$ cat config.mk
export PLATFORM = sky130hd
export DESIGN_NAME = ps2_command_scheduler
export DESIGN_NICKNAME = d
export VERILOG_FILES = /design/src/rtl/ps2_command_scheduler.sv
export SDC_FILE = /design/constraint.sdc
export NUM_CORES = 1
export LEC_CHECK = 0
export CORE_MARGIN = 2
export CORE_UTILIZATION = 43
export CTS_CLUSTER_SIZE = 14
export DETAILED_ROUTE_END_ITERATION = 10
export PLACE_DENSITY = 0.8
export SYNTH_ARGS = -nofsm -noshare
export SYNTH_HDL_FRONTEND = slang
export SYNTH_SLANG_ARGS = --single-unit
$ cat constraint.sdc
create_clock -name clk -period 1.6 [get_ports clk]
set_clock_uncertainty 0.15 [all_clocks]
set_input_delay 0.24 -clock clk [delete_from_list [all_inputs] [get_ports clk]]
set_output_delay 0.24 -clock clk [all_outputs]
set_load 0.05 [all_outputs]
$ cat src/rtl/ps2_command_scheduler.sv
// PS/2 host-to-keyboard Set-LEDs sequencer: sends 0xED then the LED byte, waiting for ACK after each.
// Optional ACK timeout enabled by defining PS2_CMD_TIMEOUT_EN.
module ps2_command_scheduler #(
   parameter int unsigned TIMEOUT_CYCLES = 2_700_000,
   parameter int unsigned MAX_RETRIES    = 3
) (
   input  logic       clk,
   input  logic       reset,
   input  logic       set_status,
   input  logic       status_caps_lock,
   input  logic       status_num_lock,
   input  logic       status_scroll_lock,
   input  logic       acknowledge,
   input  logic       resend,
   input  logic       tx_ready,
   output logic       tx_valid,
   output logic [7:0] tx_byte,
   output logic       busy,
   output logic       error
);

   localparam int unsigned RetryW = $clog2(MAX_RETRIES + 1);
   localparam logic [RetryW-1:0] RetryLimit = RetryW'(MAX_RETRIES);
   localparam logic [7:0] CmdSetLeds = 8'hED;

   // Elaboration-time guard against degenerate configurations
   if (MAX_RETRIES < 1 || TIMEOUT_CYCLES < 2) begin : g_param_check
      $error("ps2_command_scheduler: MAX_RETRIES must be >= 1 and TIMEOUT_CYCLES >= 2");
   end

   typedef enum logic [2:0] {
      IDLE     = 3'd0,
      SEND_CMD = 3'd1,
      WAIT_CMD = 3'd2,
      SEND_LED = 3'd3,
      WAIT_LED = 3'd4
   } state_e;

   state_e            state_q, state_d;
   logic              pending_q, pending_d;
   logic [2:0]        led_reg_q, led_reg_d;
   logic [RetryW-1:0] retry_q, retry_d;
   logic              tx_valid_q, tx_valid_d;
   logic [7:0]        tx_byte_q, tx_byte_d;
   logic              busy_q, busy_d;
   logic              error_q, error_d;
   logic [RetryW-1:0] retry_inc_c;
   logic              timeout_c;

`ifdef PS2_CMD_TIMEOUT_EN
   localparam int unsigned TimerW = $clog2(TIMEOUT_CYCLES + 1);
   localparam logic [TimerW-1:0] TimerLast = TimerW'(TIMEOUT_CYCLES - 1);

   logic [TimerW-1:0] timer_q, timer_d;
   logic              waiting_c;

   assign waiting_c = (state_q == WAIT_CMD) || (state_q == WAIT_LED);
   assign timeout_c = waiting_c && (timer_q == TimerLast);

   // Timer restarts while a byte is offered and counts every cycle spent awaiting ACK
   always_comb begin
      timer_d = '0;
      if (waiting_c && !timeout_c) begin
         timer_d = timer_q + TimerW'(1);
      end
   end

   always_ff @(posedge clk or posedge reset) begin
      if (reset) begin
         timer_q <= '0;
      end else begin
         timer_q <= timer_d;
      end
   end
`else
   assign timeout_c = 1'b0;
`endif

   assign retry_inc_c = retry_q + RetryW'(1);

   always_ff @(posedge clk or posedge reset) begin
      if (reset) begin
         state_q    <= IDLE;
         pending_q  <= 1'b0;
         led_reg_q  <= 3'b000;
         retry_q    <= '0;
         tx_valid_q <= 1'b0;
         tx_byte_q  <= 8'h00;
         busy_q     <= 1'b0;
         error_q    <= 1'b0;
      end else begin
         state_q    <= state_d;
         pending_q  <= pending_d;
         led_reg_q  <= led_reg_d;
         retry_q    <= retry_d;
         tx_valid_q <= tx_valid_d;
         tx_byte_q  <= tx_byte_d;
         busy_q     <= busy_d;
         error_q    <= error_d;
      end
   end

   always_comb begin
      state_d    = state_q;
      pending_d  = pending_q;
      led_reg_d  = led_reg_q;
      retry_d    = retry_q;
      tx_valid_d = tx_valid_q;
      tx_byte_d  = tx_byte_q;
      error_d    = 1'b0;

      unique case (state_q)
         IDLE: begin
            if (pending_q) begin
               state_d    = SEND_CMD;
               pending_d  = 1'b0;
               retry_d    = '0;
               tx_valid_d = 1'b1;
               tx_byte_d  = CmdSetLeds;
            end
         end
         SEND_CMD, SEND_LED: begin
            if (tx_valid_q && tx_ready) begin
               tx_valid_d = 1'b0;
               state_d    = (state_q == SEND_CMD) ? WAIT_CMD : WAIT_LED;
            end
         end
         WAIT_CMD, WAIT_LED: begin
            // ACK has priority over a simultaneous resend/timeout
            if (acknowledge) begin
               retry_d = '0;
               if (state_q == WAIT_CMD) begin
                  state_d    = SEND_LED;
                  tx_valid_d = 1'b1;
                  tx_byte_d  = {5'b00000, led_reg_q};
               end else begin
                  state_d = IDLE;
               end
            end else if (resend || timeout_c) begin
               if (retry_inc_c == RetryLimit) begin
                  error_d = 1'b1;
                  retry_d = '0;
                  state_d = IDLE;
               end else begin
                  retry_d    = retry_inc_c;
                  tx_valid_d = 1'b1;
                  state_d    = (state_q == WAIT_CMD) ? SEND_CMD : SEND_LED;
               end
            end
         end
         default: begin
            state_d    = IDLE;
            tx_valid_d = 1'b0;
         end
      endcase

      // A new request always wins over the start-of-sequence clear
      if (set_status) begin
         pending_d = 1'b1;
         led_reg_d = {status_caps_lock, status_num_lock, status_scroll_lock};
      end

      busy_d = (state_d != IDLE);
   end

   assign tx_valid = tx_valid_q;
   assign tx_byte  = tx_byte_q;
   assign busy     = busy_q;
   assign error    = error_q;

endmodule
==> results of run 1 <==
-- through the flow --
stage / setup WS, ps / TNS [ps] / power (W) / area (sq um) / utilization (%)
3_3_place_gp: -241 / -1300 / 0.00189 / 1200 / 62.4
6_report: -7.14 / -10.2 / 0.00242 / 1340 / 69.7
2_1_floorplan: 98.2 / 0 / 0.00140 / 867 / -
5_1_grt: -47.8 / -100 / 0.00255 / 1340 / 69.7
3_5_place_dp: -258 / -1580 / 0.00192 / 1200 / 62.4
4_1_cts: 11.4 / 0 / 0.00222 / 1250 / 64.8
-- cell families after synthesis --
| logic type | Yosys count |
|---|---|
| compound gates | 21 |
| buf+inv | 13 |
| flops | 16 |
| simple gates | 34 |
| mux | 4 |
| other cells | 1 |
| xor+xnor | 2 |
-- repair_timing --
item	CTS	global route
gates resized for setup	3	17
setup endpoints to repair	2	7
pin swaps	0	3
buffers inserted	0	4
-- worst register-to-register path, cell delays in order, from the launching register on --
cell and delay (ps):
dfrtp_2 490, nand2b_4 180, o22a_1 230, nor2_4 140
mux2_4 310
-- final timing paths --
| path | start | to | slack [ps] | cells after the start |
|---|---|---|---|---|
| max | state_q[1] | retry_q[1] | -7 | 4 |
| min | reset | tx_valid | 90 | 3 |
| max reg2reg | state_q[1] | retry_q[1] | -7 | 4 |
| min reg2reg | led_reg_q[2] | tx_byte[2] | 350 | 1 |
| max in group asynchronous | reset | state_q[2] | 1020 | 3 |
| min in group clk | status_num_lock | led_reg_q[1] | 350 | 3 |
-- metal layers --
metal / part of all wire [%] / global-route usage (%) / routed length [microns]
met1: 42 / 24.0 / 930
met3: 4.8 / 2.76 / 107
met5: 0 / 0 / 0
met4: 3.8 / 10.5 / 85
met2: 50 / 30.1 / 1110
-- state kept, by name, indices dropped and copies added (netlist names) --
name	flops
busy	1
error	1
led_reg_q	3
pending_q	1
retry_q	2
state_q	3
tx_byte	4
tx_valid	1
-- where the power goes --
part           leakage, nW  switching [W]  internal (W)
Clock               0.0210       0.000139      0.000139
Combinational        0.374       0.000711      0.000707
Sequential           0.183       0.000202      0.000525
Total                0.578        0.00105       0.00137
-- synthesized netlist by cell type, types with 2 or more instances --
cell        n
dfrtp_1    16
nor2b_1     2
o22a_1      3
nand2b_1    4
inv_1       5
buf_4       4
xnor2_1     2
mux2_2      4
nor3_1      2
o31ai_1     2
a21oi_1     3
buf_2       3
nand2_1     9
o21ai_0     5
a211o_1     2
nor2_1      9
a2111oi_0   2
-- area by class of cell --
| class | count | area [sq um] |
|---|---|---|
| Clock buffer | 4 | 36.3 |
| Fill cell | 142 | 583 |
| Inverter | 5 | 18.8 |
| Multi-Input combinational cell | 62 | 457 |
| Sequential cell | 16 | 404 |
| Tap cell | 27 | 33.8 |
| Timing Repair Buffer | 32 | 389 |
==> run_results.csv, run 1 <==
group,metric,value,unit
outcome,status,"complete, but fails checks",
outcome,violations,"setup timing",
grt,grt_overflow_total,0,
floorplanning,die_w,48.9,microns
sta,timing.fmax,622,MHz
min_path,hold_path.class,"in -> async",
synth,synthCells,91,
synth,synth_area,867,sq um
drt,first_pass_iters,4,
sta,hold_ws,87.9,ps
synth,ys_seq_area_share,46.2,%
sta,setup_ws,-7.14,ps
clocking,cts_max_level,1,
clocking,cts_buffers,3,
synth,ys_types,31,
synth,synth_ff_type,"dfrtp_1",
placed_design,placed_cells,138,
worst_setup_path,crit_buf_inv,0,
run,max_cap_viol_count,0,
drt,wl,2.24,mm
worst_setup_path,cpPeakStageDelay,490,ps
worst_setup_path,endpoint_kind,"register",
worst_setup_path,cp_slowest_cell,"dfrtp_2",
sta,fin_crit,1610,ps
power,power_leakage,0.578,nW
clocking,cts.sinks,16,
final_layout,stdcell_count,146,
synth,synth_fp_nets,100,
placed_design,dp_hpwl,1.46,mm
drt,wl_per_cell,15.3,microns
drt,ant_nets,0,
floorplanning,die-area,2390,sq um
floorplanning,start_util,45.1,%
grt,grt_pass1_vias,778,
synth,synthTopCellsByArea,"dfrtp_1, mux2_2, nand2_1",
synth,synth_simple_gate_area_share,20.8,%
power,vdd_drop_max,0.00101,V
final_layout,drive_gt1_share,38.7,%
clocking,clock_latency,300,ps
synth,synth_top_area_share,46.2,%
floorplanning,placementRows,16,
worst_setup_path,crit_arrival,1650,ps
clocking,holdBufCountCts,0,
worst_setup_path,required,1640,ps
synth,yosys.area.top_type,"dfrtp_1",
sta,rsz0062_at_grt,"yes",
synth,synth-warning-count,0,
worst_setup_path,worstSetupPathType,"reg -> reg",
clocking,cts_tree,"done",
floorplanning,fp.dieH,48.9,microns
power,powerDensity,1810,nW/um^2
clocking,ctsRootBufferMaster,"clkbuf_4",
final_layout,final_cell_mix,"dfrtp_1, buf_4, buf_12",
final_layout,areaGrowthSynthToFinish,54.4,%
placed_design,port_buffers,18,
clocking,clk_path_buf_depth,2,
sta,drv_slew,0,
synth,synth_edf_count,0,
placed_design,gp_congestion,0.861,
synth,synthXorXnorAreaFrac,2.02,%
synth,synth_seq_cells,16,
final_layout,fin_nets,129,
synth,synth.avg_cell_area,9.53,sq um
grt,grt_antenna_before_repair,0,
floorplanning,io_pins,20,
synth,async_flop_share,100,%
synth,synth_compound_area_share,16.7,%
sta,setup_viol,2,
worst_setup_path,path_cells,"nand2b_4 -> o22a_1 -> nor2_4 -> mux2_4",
worst_setup_path,cp_top_family,"flip-flops",
worst_setup_path,worstPathMaxFanout,7,
drt,drt_iter0_drc,29,
clocking,cts.reportedPaths.clkPinSlew,100,ps
synth,synthAdderAreaFrac,0,%
grt,grtUsageTotal,18.7,%
drt,drc_errors,0,
synth,synth_mux_area_share,5.19,%
drt,vias,808,
floorplanning,core_area,1920,sq um
drt,viasPerCell,5.53,
grt,grt_first_pass_wirelength,3.48,mm
grt,grt_max_degree,17,
sta,hold_violations,0,
sta,fin_crit_sh,100,%
worst_setup_path,cp-start-kind,"register",
synth,synth_top_family_by_area,"simple AND/OR/NAND/NOR gates",
final_layout,diodes,0,
No activity file was read; power rests on OpenSTA's default activity.
==> inputs of run 2 (changes only) <==
Settings changed: HOLD_SLACK_MARGIN from default to 0.05.
==> results of run 2 <==
Final layout, timing and power as in run 1 (identical DEF).
==> inputs of run 3 (changes only) <==
Settings changed: CORE_UTILIZATION 43 to 45, CTS_BUF_LIST from default to sky130_fd_sc_hd__clkbuf_4 sky130_fd_sc_hd__clkbuf_8, PLACE_DENSITY 0.8 to 0.83.
==> run_results.csv, run 3 (synthesized netlist as in run 1, its figures left out) <==
group,metric,value,unit
clocking,clk_path_buf_depth,2,
clocking,cts_tree,"done",
drt,drc_errors,0,
drt,ant_nets,0,
grt,grt_antenna_before_repair,0,
clocking,cts.reportedPaths.clkPinSlew,100,ps
worst_setup_path,cpPeakStageDelay,460,ps
sta,setup_viol,0,
worst_setup_path,path_cells,"xnor2_1 -> o22a_1 -> nor2_2 -> mux2_2",
grt,grt_first_pass_wirelength,3.21,mm
clocking,ctsRootBufferMaster,"clkbuf_4",
sta,hold_violations,0,
min_path,hold_path.class,"in -> async",
sta,drv_slew,0,
worst_setup_path,crit_arrival,1600,ps
power,p_int,0.00137,W
final_layout,fin_nets,131,
worst_setup_path,regToRegEndpoint,"retry_q[1]",
clocking,clock_latency,290,ps
floorplanning,die_w,47.9,microns
final_layout,areaGrowthSynthToFinish,51.5,%
power,clkPwrFrac,11.6,%
drt,wl,2.07,mm
worst_setup_path,r2r_cells,4,
worst_setup_path,endpoint_kind,"register",
grt,grt_pass1_vias,736,
drt,wl_per_cell,14.2,microns
placed_design,gp_congestion,0.968,
floorplanning,io_pins,20,
final_layout,drive_gt1_share,35.5,%
placed_design,dp_slack,-256,ps
power,p_switching,0.000993,W
drt,vias,794,
sta,final.setup.tns,0,ps
grt,grt_max_degree,17,
floorplanning,fp.dieH,47.9,microns
final_layout,largest_reg_flops,4,
worst_setup_path,cp-start-kind,"register",
placed_design,port_buffers,18,
clocking,cts_max_level,1,
grt,grt_overflow_total,0,
final_layout,utilization,74.5,%
final_layout,diodes,0,
floorplanning,placementRows,15,
floorplanning,core_area,1760,sq um
grt,grtUsageTotal,21.3,%
worst_setup_path,cp_slowest_cell,"dfrtp_2",
run,max_cap_viol_count,0,
worst_setup_path,r2r_start,"state_q[1]",
clocking,cts.sinks,16,
clocking,holdBufCountCts,0,
sta,fin_crit,1570,ps
drt,first_pass_iters,4,
worst_setup_path,r2r_slack,30,ps
worst_setup_path,required,1640,ps
power,seqPwrFrac,29.8,%
final_layout,final_common_cell,"buf_4",
worst_setup_path,worstSetupPathType,"reg -> reg",
power,swShare,42.1,%
power,combPwrFrac,58.5,%
drt,viasPerCell,5.44,
drt,drt_iter0_drc,22,
floorplanning,die-area,2290,sq um
sta,setup_ws,33.4,ps
sta,hold_ws,95.3,ps
floorplanning,start_util,49.1,%
power,power_leakage,0.599,nW
sta,fin_crit_sh,97.9,%
placed_design,dp_hpwl,1.56,mm
power,vdd_drop_max,0.000969,V
power,powerDensity,1800,nW/um^2
outcome,status,"complete, no violations",
clocking,cts_buffers,3,
worst_setup_path,worstPathMaxFanout,5,
final_layout,final_cell_mix,"buf_4, dfrtp_1, buf_12",
sta,rsz0062_at_grt,"yes",
sta,timing.fmax,638,MHz
## run 3: through the flow
stage / total power [W] / instance area (sq um) / instances
after detailed placement: 0.00198 / 1220 / 139
after CTS: 0.00230 / 1290 / 146
after floorplan: 0.00140 / 867 / 91
after global routing: 0.00247 / 1310 / 146
final: 0.00236 / 1310 / 146
after global placement: 0.00193 / 1220 / 139
## run 3: worst max path at each step
stage	startpoint	endpoint	slack, ps
6_report	state_q[1]	retry_q[1]	30
5_1_grt	state_q[1]	retry_q[1]	-30
4_1_cts	state_q[1]	busy	4
3_5_place_dp	resend	retry_q[1]	-260
3_3_place_gp	acknowledge	busy	-220
2_1_floorplan	retry_q[1]	busy	100
## run 3: final cells by class
| cell class | count | area (sq um) |
|---|---|---|
| Clock buffer | 4 | 36.3 |
| Fill cell | 130 | 450 |
| Inverter | 5 | 18.8 |
| Multi-Input combinational cell | 62 | 419 |
| Sequential cell | 16 | 403 |
| Tap cell | 25 | 31.3 |
| Timing Repair Buffer | 34 | 405 |
## run 3: layer usage
layer | up-vias | global-route usage, % | share of wire (%)
met4 | 0 | 15.1 | 2.2
met1 | 391 | 25.5 | 42
li1 | 374 | - | -
met5 | - | 0 | 0
met3 | 6 | 5.28 | 4.2
met2 | 23 | 33.1 | 51
## run 3: power groups by stage
stage | clock network, W | logic, W | registers [W]
final | 0.000275 | 0.00138 | 0.000704
after global routing | 0.000292 | 0.00146 | 0.000725
after CTS | 0.000275 | 0.00133 | 0.000692
after detailed placement | 0 | 0.00127 | 0.000708
after global placement | 0 | 0.00123 | 0.000694
after floorplan | 0 | 0.000585 | 0.000810
## run 3: worst max-delay path, delay by kind of cell, from the launching register on
family,cells,cell delay (ps)
flip-flops,1,460
multiplexers,1,350
AO/OA/AOI/OAI,1,200
XOR/XNOR,1,180
AND/OR/NAND/NOR,1,130
## run 3: repair_timing
item / in CTS / in global routing
pin swaps: 0 / 4
gates resized for setup: 3 / 9
cloned: 0 / 0
endpoints found under the setup margin: 3 / 8
setup buffers: 3 / 0
